## src/rtl/flr_rsp_sequencer.sv

```systemverilog
// Function-level-reset response sequencer. It serialises PF and VF FLR requests into
// function-reset handshakes and emits done/completion pulses once each function has quiesced.
module flr_rsp_sequencer #(
  parameter int VF_FIFO_DEPTH   = 4,
  parameter int RST_HOLD_CYCLES = 16
) (
  input  logic        clk,
  input  logic        rst_n,
  input  logic [7:0]  i_flr_pf_active,
  input  logic        i_flr_rcvd_vf,
  input  logic [2:0]  i_flr_rcvd_pf_num,
  input  logic [10:0] i_flr_rcvd_vf_num,
  output logic [7:0]  o_flr_pf_done,
  output logic        o_flr_completed_vf,
  output logic [2:0]  o_flr_completed_pf_num,
  output logic [10:0] o_flr_completed_vf_num,
  output logic        o_func_rst_req,
  output logic        o_func_rst_vf_active,
  output logic [2:0]  o_func_rst_pf_num,
  output logic [10:0] o_func_rst_vf_num,
  input  logic        i_func_rst_ack,
  output logic        o_vf_fifo_overflow
);

  localparam int AW   = (VF_FIFO_DEPTH > 1) ? $clog2(VF_FIFO_DEPTH) : 1;
  localparam int CNTW = (RST_HOLD_CYCLES > 1) ? $clog2(RST_HOLD_CYCLES) : 1;
  localparam logic [CNTW-1:0] HOLD_INIT = CNTW'(RST_HOLD_CYCLES - 1);
  localparam logic [AW:0]     FIFO_FULL = (AW + 1)'(VF_FIFO_DEPTH);

  typedef enum logic [1:0] {
    S_IDLE     = 2'd0,
    S_HOLD     = 2'd1,
    S_WAIT_ACK = 2'd2,
    S_DONE     = 2'd3
  } state_e;

  state_e             state_q, state_d;
  logic [7:0]         pf_in_q, pf_in_d;
  logic [7:0]         pending_q, pending_d;
  logic [13:0]        mem_q [VF_FIFO_DEPTH];
  logic [13:0]        mem_d [VF_FIFO_DEPTH];
  logic [AW-1:0]      wr_ptr_q, wr_ptr_d, rd_ptr_q, rd_ptr_d;
  logic [AW:0]        count_q, count_d;
  logic [CNTW-1:0]    cnt_q, cnt_d;
  logic               overflow_q, overflow_d;
  logic               req_q, req_d;
  logic               vf_active_q, vf_active_d;
  logic [2:0]         pf_num_q, pf_num_d;
  logic [10:0]        vf_num_q, vf_num_d;
  logic [7:0]         pf_done_q, pf_done_d;
  logic               cmp_vf_q, cmp_vf_d;
  logic [2:0]         cmp_pf_q, cmp_pf_d;
  logic [10:0]        cmp_vfn_q, cmp_vfn_d;

  logic [7:0]         pf_rise_s, pending_clr_s;
  logic               pop_s, full_s, push_ok_s;
  logic [13:0]        head_s;

  function automatic logic [2:0] lowest_idx(input logic [7:0] v);
    logic [2:0] idx;
    idx = 3'd0;
    for (int i = 7; i >= 0; i--) begin
      if (v[i]) idx = 3'(i);
      else      idx = idx;
    end
    return idx;
  endfunction

  assign o_flr_pf_done          = pf_done_q;
  assign o_flr_completed_vf     = cmp_vf_q;
  assign o_flr_completed_pf_num = cmp_pf_q;
  assign o_flr_completed_vf_num = cmp_vfn_q;
  assign o_func_rst_req         = req_q;
  assign o_func_rst_vf_active   = vf_active_q;
  assign o_func_rst_pf_num      = pf_num_q;
  assign o_func_rst_vf_num      = vf_num_q;
  assign o_vf_fifo_overflow     = overflow_q;

  // Next-state logic for edge detect, VF request FIFO and the service FSM.
  always_comb begin
    state_d       = state_q;
    pf_in_d       = i_flr_pf_active;
    mem_d         = mem_q;
    wr_ptr_d      = wr_ptr_q;
    rd_ptr_d      = rd_ptr_q;
    count_d       = count_q;
    cnt_d         = cnt_q;
    overflow_d    = overflow_q;
    req_d         = req_q;
    vf_active_d   = vf_active_q;
    pf_num_d      = pf_num_q;
    vf_num_d      = vf_num_q;
    pf_done_d     = 8'd0;
    cmp_vf_d      = 1'b0;
    cmp_pf_d      = 3'd0;
    cmp_vfn_d     = 11'd0;
    pending_clr_s = 8'd0;

    pf_rise_s = i_flr_pf_active & ~pf_in_q;
    head_s    = mem_q[rd_ptr_q];
    full_s    = (count_q == FIFO_FULL);
    pop_s     = (state_q == S_IDLE) && (pending_q == 8'd0) && (count_q != '0);
    push_ok_s = i_flr_rcvd_vf && (!full_s || pop_s);

    if (push_ok_s) begin
      mem_d[wr_ptr_q] = {i_flr_rcvd_pf_num, i_flr_rcvd_vf_num};
      wr_ptr_d        = wr_ptr_q + 1'b1;
    end else if (i_flr_rcvd_vf) begin
      overflow_d = 1'b1;
    end else begin
      overflow_d = overflow_q;
    end

    if (pop_s) rd_ptr_d = rd_ptr_q + 1'b1;
    else       rd_ptr_d = rd_ptr_q;

    case ({push_ok_s, pop_s})
      2'b10:   count_d = count_q + 1'b1;
      2'b01:   count_d = count_q - 1'b1;
      default: count_d = count_q;
    endcase

    case (state_q)
      S_IDLE: begin
        if (pending_q != 8'd0) begin
          state_d     = S_HOLD;
          cnt_d       = HOLD_INIT;
          req_d       = 1'b1;
          vf_active_d = 1'b0;
          pf_num_d    = lowest_idx(pending_q);
          vf_num_d    = 11'd0;
        end else if (count_q != '0) begin
          state_d     = S_HOLD;
          cnt_d       = HOLD_INIT;
          req_d       = 1'b1;
          vf_active_d = 1'b1;
          pf_num_d    = head_s[13:11];
          vf_num_d    = head_s[10:0];
        end else begin
          state_d = S_IDLE;
        end
      end
      S_HOLD: begin
        if (cnt_q == '0) state_d = S_WAIT_ACK;
        else             cnt_d   = cnt_q - 1'b1;
      end
      S_WAIT_ACK: begin
        if (i_func_rst_ack) begin
          state_d = S_DONE;
          req_d   = 1'b0;
          if (vf_active_q) begin
            cmp_vf_d  = 1'b1;
            cmp_pf_d  = pf_num_q;
            cmp_vfn_d = vf_num_q;
          end else begin
            pf_done_d = 8'd1 << pf_num_q;
          end
        end else begin
          state_d = S_WAIT_ACK;
        end
      end
      S_DONE: begin
        state_d = S_IDLE;
        // An edge landing in this same cycle is absorbed by the service just finished.
        if (!vf_active_q) pending_clr_s = 8'd1 << pf_num_q;
        else              pending_clr_s = 8'd0;
      end
      default: begin
        state_d = S_IDLE;
        req_d   = 1'b0;
      end
    endcase

    pending_d = (pending_q | pf_rise_s) & ~pending_clr_s;
  end

  // State registers with synchronous active-low reset.
  always_ff @(posedge clk) begin
    if (!rst_n) begin
      state_q     <= S_IDLE;
      pf_in_q     <= 8'd0;
      pending_q   <= 8'd0;
      for (int i = 0; i < VF_FIFO_DEPTH; i++) mem_q[i] <= 14'd0;
      wr_ptr_q    <= '0;
      rd_ptr_q    <= '0;
      count_q     <= '0;
      cnt_q       <= '0;
      overflow_q  <= 1'b0;
      req_q       <= 1'b0;
      vf_active_q <= 1'b0;
      pf_num_q    <= 3'd0;
      vf_num_q    <= 11'd0;
      pf_done_q   <= 8'd0;
      cmp_vf_q    <= 1'b0;
      cmp_pf_q    <= 3'd0;
      cmp_vfn_q   <= 11'd0;
    end else begin
      state_q     <= state_d;
      pf_in_q     <= pf_in_d;
      pending_q   <= pending_d;
      mem_q       <= mem_d;
      wr_ptr_q    <= wr_ptr_d;
      rd_ptr_q    <= rd_ptr_d;
      count_q     <= count_d;
      cnt_q       <= cnt_d;
      overflow_q  <= overflow_d;
      req_q       <= req_d;
      vf_active_q <= vf_active_d;
      pf_num_q    <= pf_num_d;
      vf_num_q    <= vf_num_d;
      pf_done_q   <= pf_done_d;
      cmp_vf_q    <= cmp_vf_d;
      cmp_pf_q    <= cmp_pf_d;
      cmp_vfn_q   <= cmp_vfn_d;
    end
  end

endmodule

```

## config.mk

```make
export PLATFORM = sky130hd
export DESIGN_NAME = flr_rsp_sequencer
export DESIGN_NICKNAME = d
export VERILOG_FILES = /design/src/rtl/flr_rsp_sequencer.sv
export SDC_FILE = /design/constraint.sdc
export NUM_CORES = 1
export LEC_CHECK = 0
export ABC_AREA = 1
export CAP_MARGIN = 20
export CORE_AREA = 2 2 108 110
export CTS_BUF_LIST = sky130_fd_sc_hd__clkbuf_2
export DETAILED_ROUTE_END_ITERATION = 10
export DIE_AREA = 0 0 110 112
export PLACE_DENSITY = 0.81
export SLEW_MARGIN = 10
export SYNTH_ARGS = -nofsm -noshare
export SYNTH_HDL_FRONTEND = slang
export SYNTH_SLANG_ARGS = --single-unit
export TNS_END_PERCENT = 20
```

## constraint.sdc

```tcl
create_clock -name clk -period 3.1 [get_ports clk]
set_clock_uncertainty 0.15 [all_clocks]
set_input_delay 0.62 -clock clk [delete_from_list [all_inputs] [get_ports clk]]
set_output_delay 0.62 -clock clk [all_outputs]
set_load 0.005 [all_outputs]
```

Yosys cells after proc, flatten, opt, wreduce, memory -nomap -nowiden
Index checks and enable logic that the tools add are counted.
{ "classes": {"eq_ne": 10, "add_sub_neg": 5, "bitwise": 8, "div": 0, "n_reduce_logical": 21, "order_cmp": 3, "shifts": 1, "mux": 36, "mul": 0} }
{ "ops": {"columns": ["op", "n"], "rows": [
  ["56-bit bitwise mux", 1],
  ["14-bit two-way mux", 3],
  ["3-bit two-way mux", 10],
  ["14-bit binary-select mux with 2-bit select", 1],
  ["14-bit demux with 2-bit select", 1],
  ["11-bit two-way mux", 2],
  ["8-bit AND", 2],
  ["8-bit two-way mux", 2],
  ["8-bit inverter", 2],
  ["4-bit two-way mux", 3],
  ["3-bit AND reduction", 3],
  ["8-bit logical NOT", 1],
  ["1-bit two-way mux", 8],
  ["8-bit OR", 1],
  ["2-bit one-hot mux with 4 select lines", 1],
  ["4-bit one-hot mux with 2 select lines", 1],
  ["2-bit nonzero test", 4],
  ["8-bit nonzero test", 1],
  ["1-bit by 3-bit left shift with 8-bit output, first input constant", 1],
  ["2-bit equality test, second input constant", 3],
  ["3-bit >= comparator, second input constant", 2],
  ["2-bit != test, second input constant", 3],
  ["2-bit inverter with 3-bit output", 2],
  ["3-bit one-hot mux with 2 select lines", 1],
  ["19 further kinds", 25]
]} }
{ "totals": {"ram_bits": 0, "elab_cells": 104, "latch_bits": 0, "romBits": 0, "out_inout_bits": 40, "ff_bits": 125, "mem_count": 0, "inputBits": 26} }

Longest topological paths before layout
{ "depth": {"word_depth": 9, "ltp_mapped": 13, "depth_no_buf": 13} }

Worst setup path after synthesis
OpenSTA, ideal clock, no wires.
{ "synth_timing": {"path_kind": "register -> register", "from": "register state_q[1]", "to": "register count_q[2]", "required_time_ns": 2.828, "path_buffers": 1, "arrival_ns": 2.077, "stages_incl_launch_ff": 13, "synth_period_minus_slack_ns": 2.349, "setup_ns": 0.122, "path_slack_ns": 0.751, "cell_sequence": "dfxtp_1 -> inv_1 -> ha_1 -> nand3_1 -> inv_1 -> buf_2 -> ha_1 -> inv_1 -> fa_1 -> a21oi_1 -> o21ai_0 -> o21ai_0 -> a21oi_1"} }
{ "synth_via": {"elab_chain_cells": 7, "word_cells_on_any_way": 9, "classes_between": "eq/ne (2); mux (1); reduce/logical (6)"} }
{ "synth_lines": {"columns": ["element", "line", "rtl"], "rows": [
  ["start: declaration", "37", "state_e state_q, state_d;"],
  ["start signal: assignment", "198", "state_q <= state_d;"],
  ["2-bit logical NOT (*)", "102", "pop_s = (state_q == S_IDLE) && (pending_q == 8'd0) && (count_q != '0);"],
  ["1-bit logical AND (*) (2 in a row)", "102", null],
  ["net pop_s", "56", "logic pop_s, full_s, push_ok_s;"],
  ["1-bit logical OR", "103", "push_ok_s = i_flr_rcvd_vf && (!full_s || pop_s);"],
  ["1-bit logical AND", "103", null],
  ["2-bit by 1-bit equality test with 1-bit output / 2-bit equality test (equally long branches)", "117", "case ({push_ok_s, pop_s})"],
  ["3-bit one-hot mux with 2 select lines / 2-bit nonzero test (equally long branches)", null, null],
  ["end signal: assignment", "204", "count_q <= count_d;"],
  ["end: declaration", "43", "logic [AW:0] count_q, count_d;"]
]} }
Mark *: on every way through the listed nets, which the timed path passes. The rest lies on a longest branch.
A chain may end at the register's enable or synchronous reset.

Worst setup path in the final report
{ "layout_timing": {"from": "register vf_active_q (netlist: o_func_rst_vf_active)", "to": "output o_func_rst_vf_active"} }
{ "layout_lines": {"columns": ["element", "line", "rtl"], "rows": [
  ["start: declaration", "47", "logic vf_active_q, vf_active_d;"],
  ["start signal: assignment", "208", "vf_active_q <= vf_active_d;"],
  ["end: declaration", "18", "output logic o_func_rst_vf_active,"]
]} }
No word-level cell between the ends.

==> impl_metrics.json <==
{
  "status": "completed",
  "setup-tns-final_ns": 0,
  "track_usage": 0.204,
  "die_w_um": 110,
  "critPathTopFamily": "buffers and inverters",
  "drt-initial-drc-count": 322,
  "ys_ff_latch": 125,
  "clk_latency_ns": 0.70,
  "grt_max_degree": 61,
  "power.density_nw_per_um2": 558,
  "clk_pin_slew_ns": 0.17,
  "post_cts_buffers": 0,
  "fmax_ghz": 0.394,
  "cts_buffer_depth": 2,
  "switching_share": 0.325,
  "die_area_um2": 12300,
  "drc_errors": 0,
  "synth_cells": 787,
  "crit_fanout": 7,
  "cp_slowest_cell": "clkdlybuf4s50_1",
  "synth_top_area_share": 0.455,
  "p_sw_uw": 1160,
  "maxCapViolations": 0,
  "clock-sinks": 125,
  "rows": 39,
  "pwr-share-seq": 0.509,
  "top_usage_layer": "met2",
  "p_comb_frac": 0.231,
  "antenna_cells": 0,
  "syn_area_um2": 5500,
  "start_util": 0.492,
  "hold_end": "cnt_q[1]",
  "rrSetupSlack_ns": 0.58,
  "yosys.area.top_type": "dfxtp_1",
  "use_met3": 0.0656,
  "setup.worst_path.class": "reg2out",
  "rsz0062_at_grt": "false",
  "wl_per_cell_um": 11.7,
  "cts_made_buffers": 17,
  "crit_arrival_ns": 1.77,
  "cellLeakagePower_uw": 0.00302,
  "synth.net_count": 825,
  "path_buf_inv": 1,
  "io_pins": 66,
  "critPathLaunchType": "flip-flop",
  "synth_warnings": 0,
  "slew_headroom": 0.531,
  "worstReg2RegEnd": "count_q[2]",
  "vias": 4722,
  "hold-path-cell-count": 3,
  "postRouteAntennaNets": 0,
  "gp_congestion": 0.848,
  "htreeDepth": 4,
  "drive_above_1_share": 0.0875,
  "viasPerCell": 4.72,
  "cts_tree": "yes",
  "synthTopCellsByArea": "dfxtp_1 45%, nand2_1 12%, nor2_1 10%",
  "antenna_found_initial": 0,
  "post_cts_resize_count": 0,
  "period_minus_slack_ns": 2.54,
  "fin_worst_hold_slack_ns": 0.225,
  "core_um2": 11200,
  "cts_root_buf": "clkbuf_2",
  "clkPwrFrac": 0.260,
  "ys_types": 26,
  "totalWireLength_um": 11700,
  "grt_pass1_vias": 4380,
  "hold_path_class": "in2reg",
  "cp_cell_sequence": "clkdlybuf4s50_1",
  "dp_hpwl_um": 7870,
  "areaGrowthSynthToFinish_pct": 16.6,
  "slew_violations": 0,
  "grt_use_met2": 0.317,
  "avgSynthCellArea_um2": 6.99,
  "cts_hold_buf": 0,
  "met1_usage": 0.264,
  "cp.required_ns": 2.33,
  "internal_power_uw": 2420,
  "max_stage_delay_ns": 0.56,
  "setup_viol_count_final": 0,
  "ys_seq_area_frac": 0.455,
  "vdd_drop_max_uv": 273,
  "reg2reg_depth": 12,
  "nets": 882,
  "drt_first_pass_iters": 4,
  "rr_startpoint": "state_q[0]",
  "period_share": 0.819,
  "end_kind": "output pin",
  "port_buffers": 65,
  "die_h_um": 112,
  "final-hold-violation-count": 0,
  "grt_overflow": 0,
  "tightestPinTransition_ns": 0.703,
  "min_from": "rst_n",
  "grt_pass1_wl_um": 19800
}
==> cell usage in the layout, fill, tap and decap left out, drive strengths merged, types with 11 or more instances in the layout <==
| master | n |
|---|---|
| a21oi | 53 |
| clkbuf | 21 |
| clkdlybuf4s50 | 64 |
| dfxtp | 125 |
| ha | 11 |
| inv | 119 |
| nand2 | 207 |
| nand3 | 25 |
| nor2 | 153 |
| o21ai | 41 |
==> metrics by stage <==
step | utilization | power [µW] | cell area (µm²) | setup WS [ns] | cells
4_1_cts | 0.574 | 3600 | 6420 | 0.511 | 1000
5_1_grt | 0.574 | 3810 | 6420 | 0.291 | 1000
3_3_place_gp | 0.556 | 2660 | 6210 | 0.614 | 968
3_5_place_dp | 0.556 | 2680 | 6210 | 0.521 | 968
6_report | 0.574 | 3580 | 6420 | 0.563 | 1000
2_1_floorplan | - | 2460 | 5500 | 0.751 | 787
==> power by group through the flow <==
| stage | clock [µW] | sequential (µW) | combinational, µW |
|---|---|---|---|
| finish | 931 | 1830 | 827 |
| global route | 1020 | 1840 | 948 |
| floorplan | 0 | 1840 | 615 |
| detailed placement | 0 | 1860 | 822 |
| CTS | 952 | 1820 | 827 |
| global placement | 0 | 1850 | 808 |
==> worst max path at each step <==
stage,to,depth (start not counted),slack [ns],from
global placement,count_q[2],9,0.61,i_flr_rcvd_vf
detailed placement,count_q[2],9,0.52,i_flr_rcvd_vf
floorplan,count_q[2],12,0.75,state_q[1]
CTS,o_func_rst_vf_active,1,0.51,o_func_rst_vf_active
finish,o_func_rst_vf_active,1,0.56,o_func_rst_vf_active
global route,count_q[2],12,0.29,state_q[0]
==> sequential cells by signal (all words and copies together) (netlist names) <==
name	count
count_q	3
o_func_rst_pf_num	3
state_q	2
o_func_rst_req	1
o_flr_completed_vf_num	11
mem_q	56
o_flr_completed_pf_num	3
o_func_rst_vf_num	11
o_flr_completed_vf	1
o_flr_pf_done	8
wr_ptr_q	2
pf_in_q	8
rd_ptr_q	2
pending_q	8
o_vf_fifo_overflow	1
o_func_rst_vf_active	1
cnt_q	4
==> area by class of cell <==
cell class / count / area [µm²]
multi-input combinational: 509 / 2380
inverter: 120 / 450
fill: 1064 / 4760
tap: 143 / 179
clock buffer: 21 / 105
timing repair buffer: 71 / 703
sequential: 125 / 2500
clock inverter: 11 / 100
==> per-layer routing <==
layer  vias up  wire (µm)  share of wire
met5         -          0              0
met4         0        210          0.018
met3        17        685          0.059
met2       102       5340           0.46
met1      2100       5430           0.47
li1       2503          -              -
==> synthesized netlist by cell type (all sizes together) <==
cell,number
nand2,207
nor2,153
dfxtp,125
inv,119
a21oi,53
o21ai,41
nand3,25
buf,21
clkbuf,12
ha,11
o22ai,8
or2,3
nor3,2
nor4,2
o211ai,2
and3,1
clkinv,1
fa,1
==> cell families after synthesis <==
| group | count (synthesis) | share of synthesized area |
|---|---|---|
| DFF | 125 | 0.455 |
| buffers and inverters | 153 | 0.113 |
| adders and majority gates | 12 | 0.0286 |
| and+or+nand+nor | 393 | 0.306 |
| AOI/OAI and AO/OA | 104 | 0.0973 |
No activity file was read; power rests on OpenSTA's default activity.
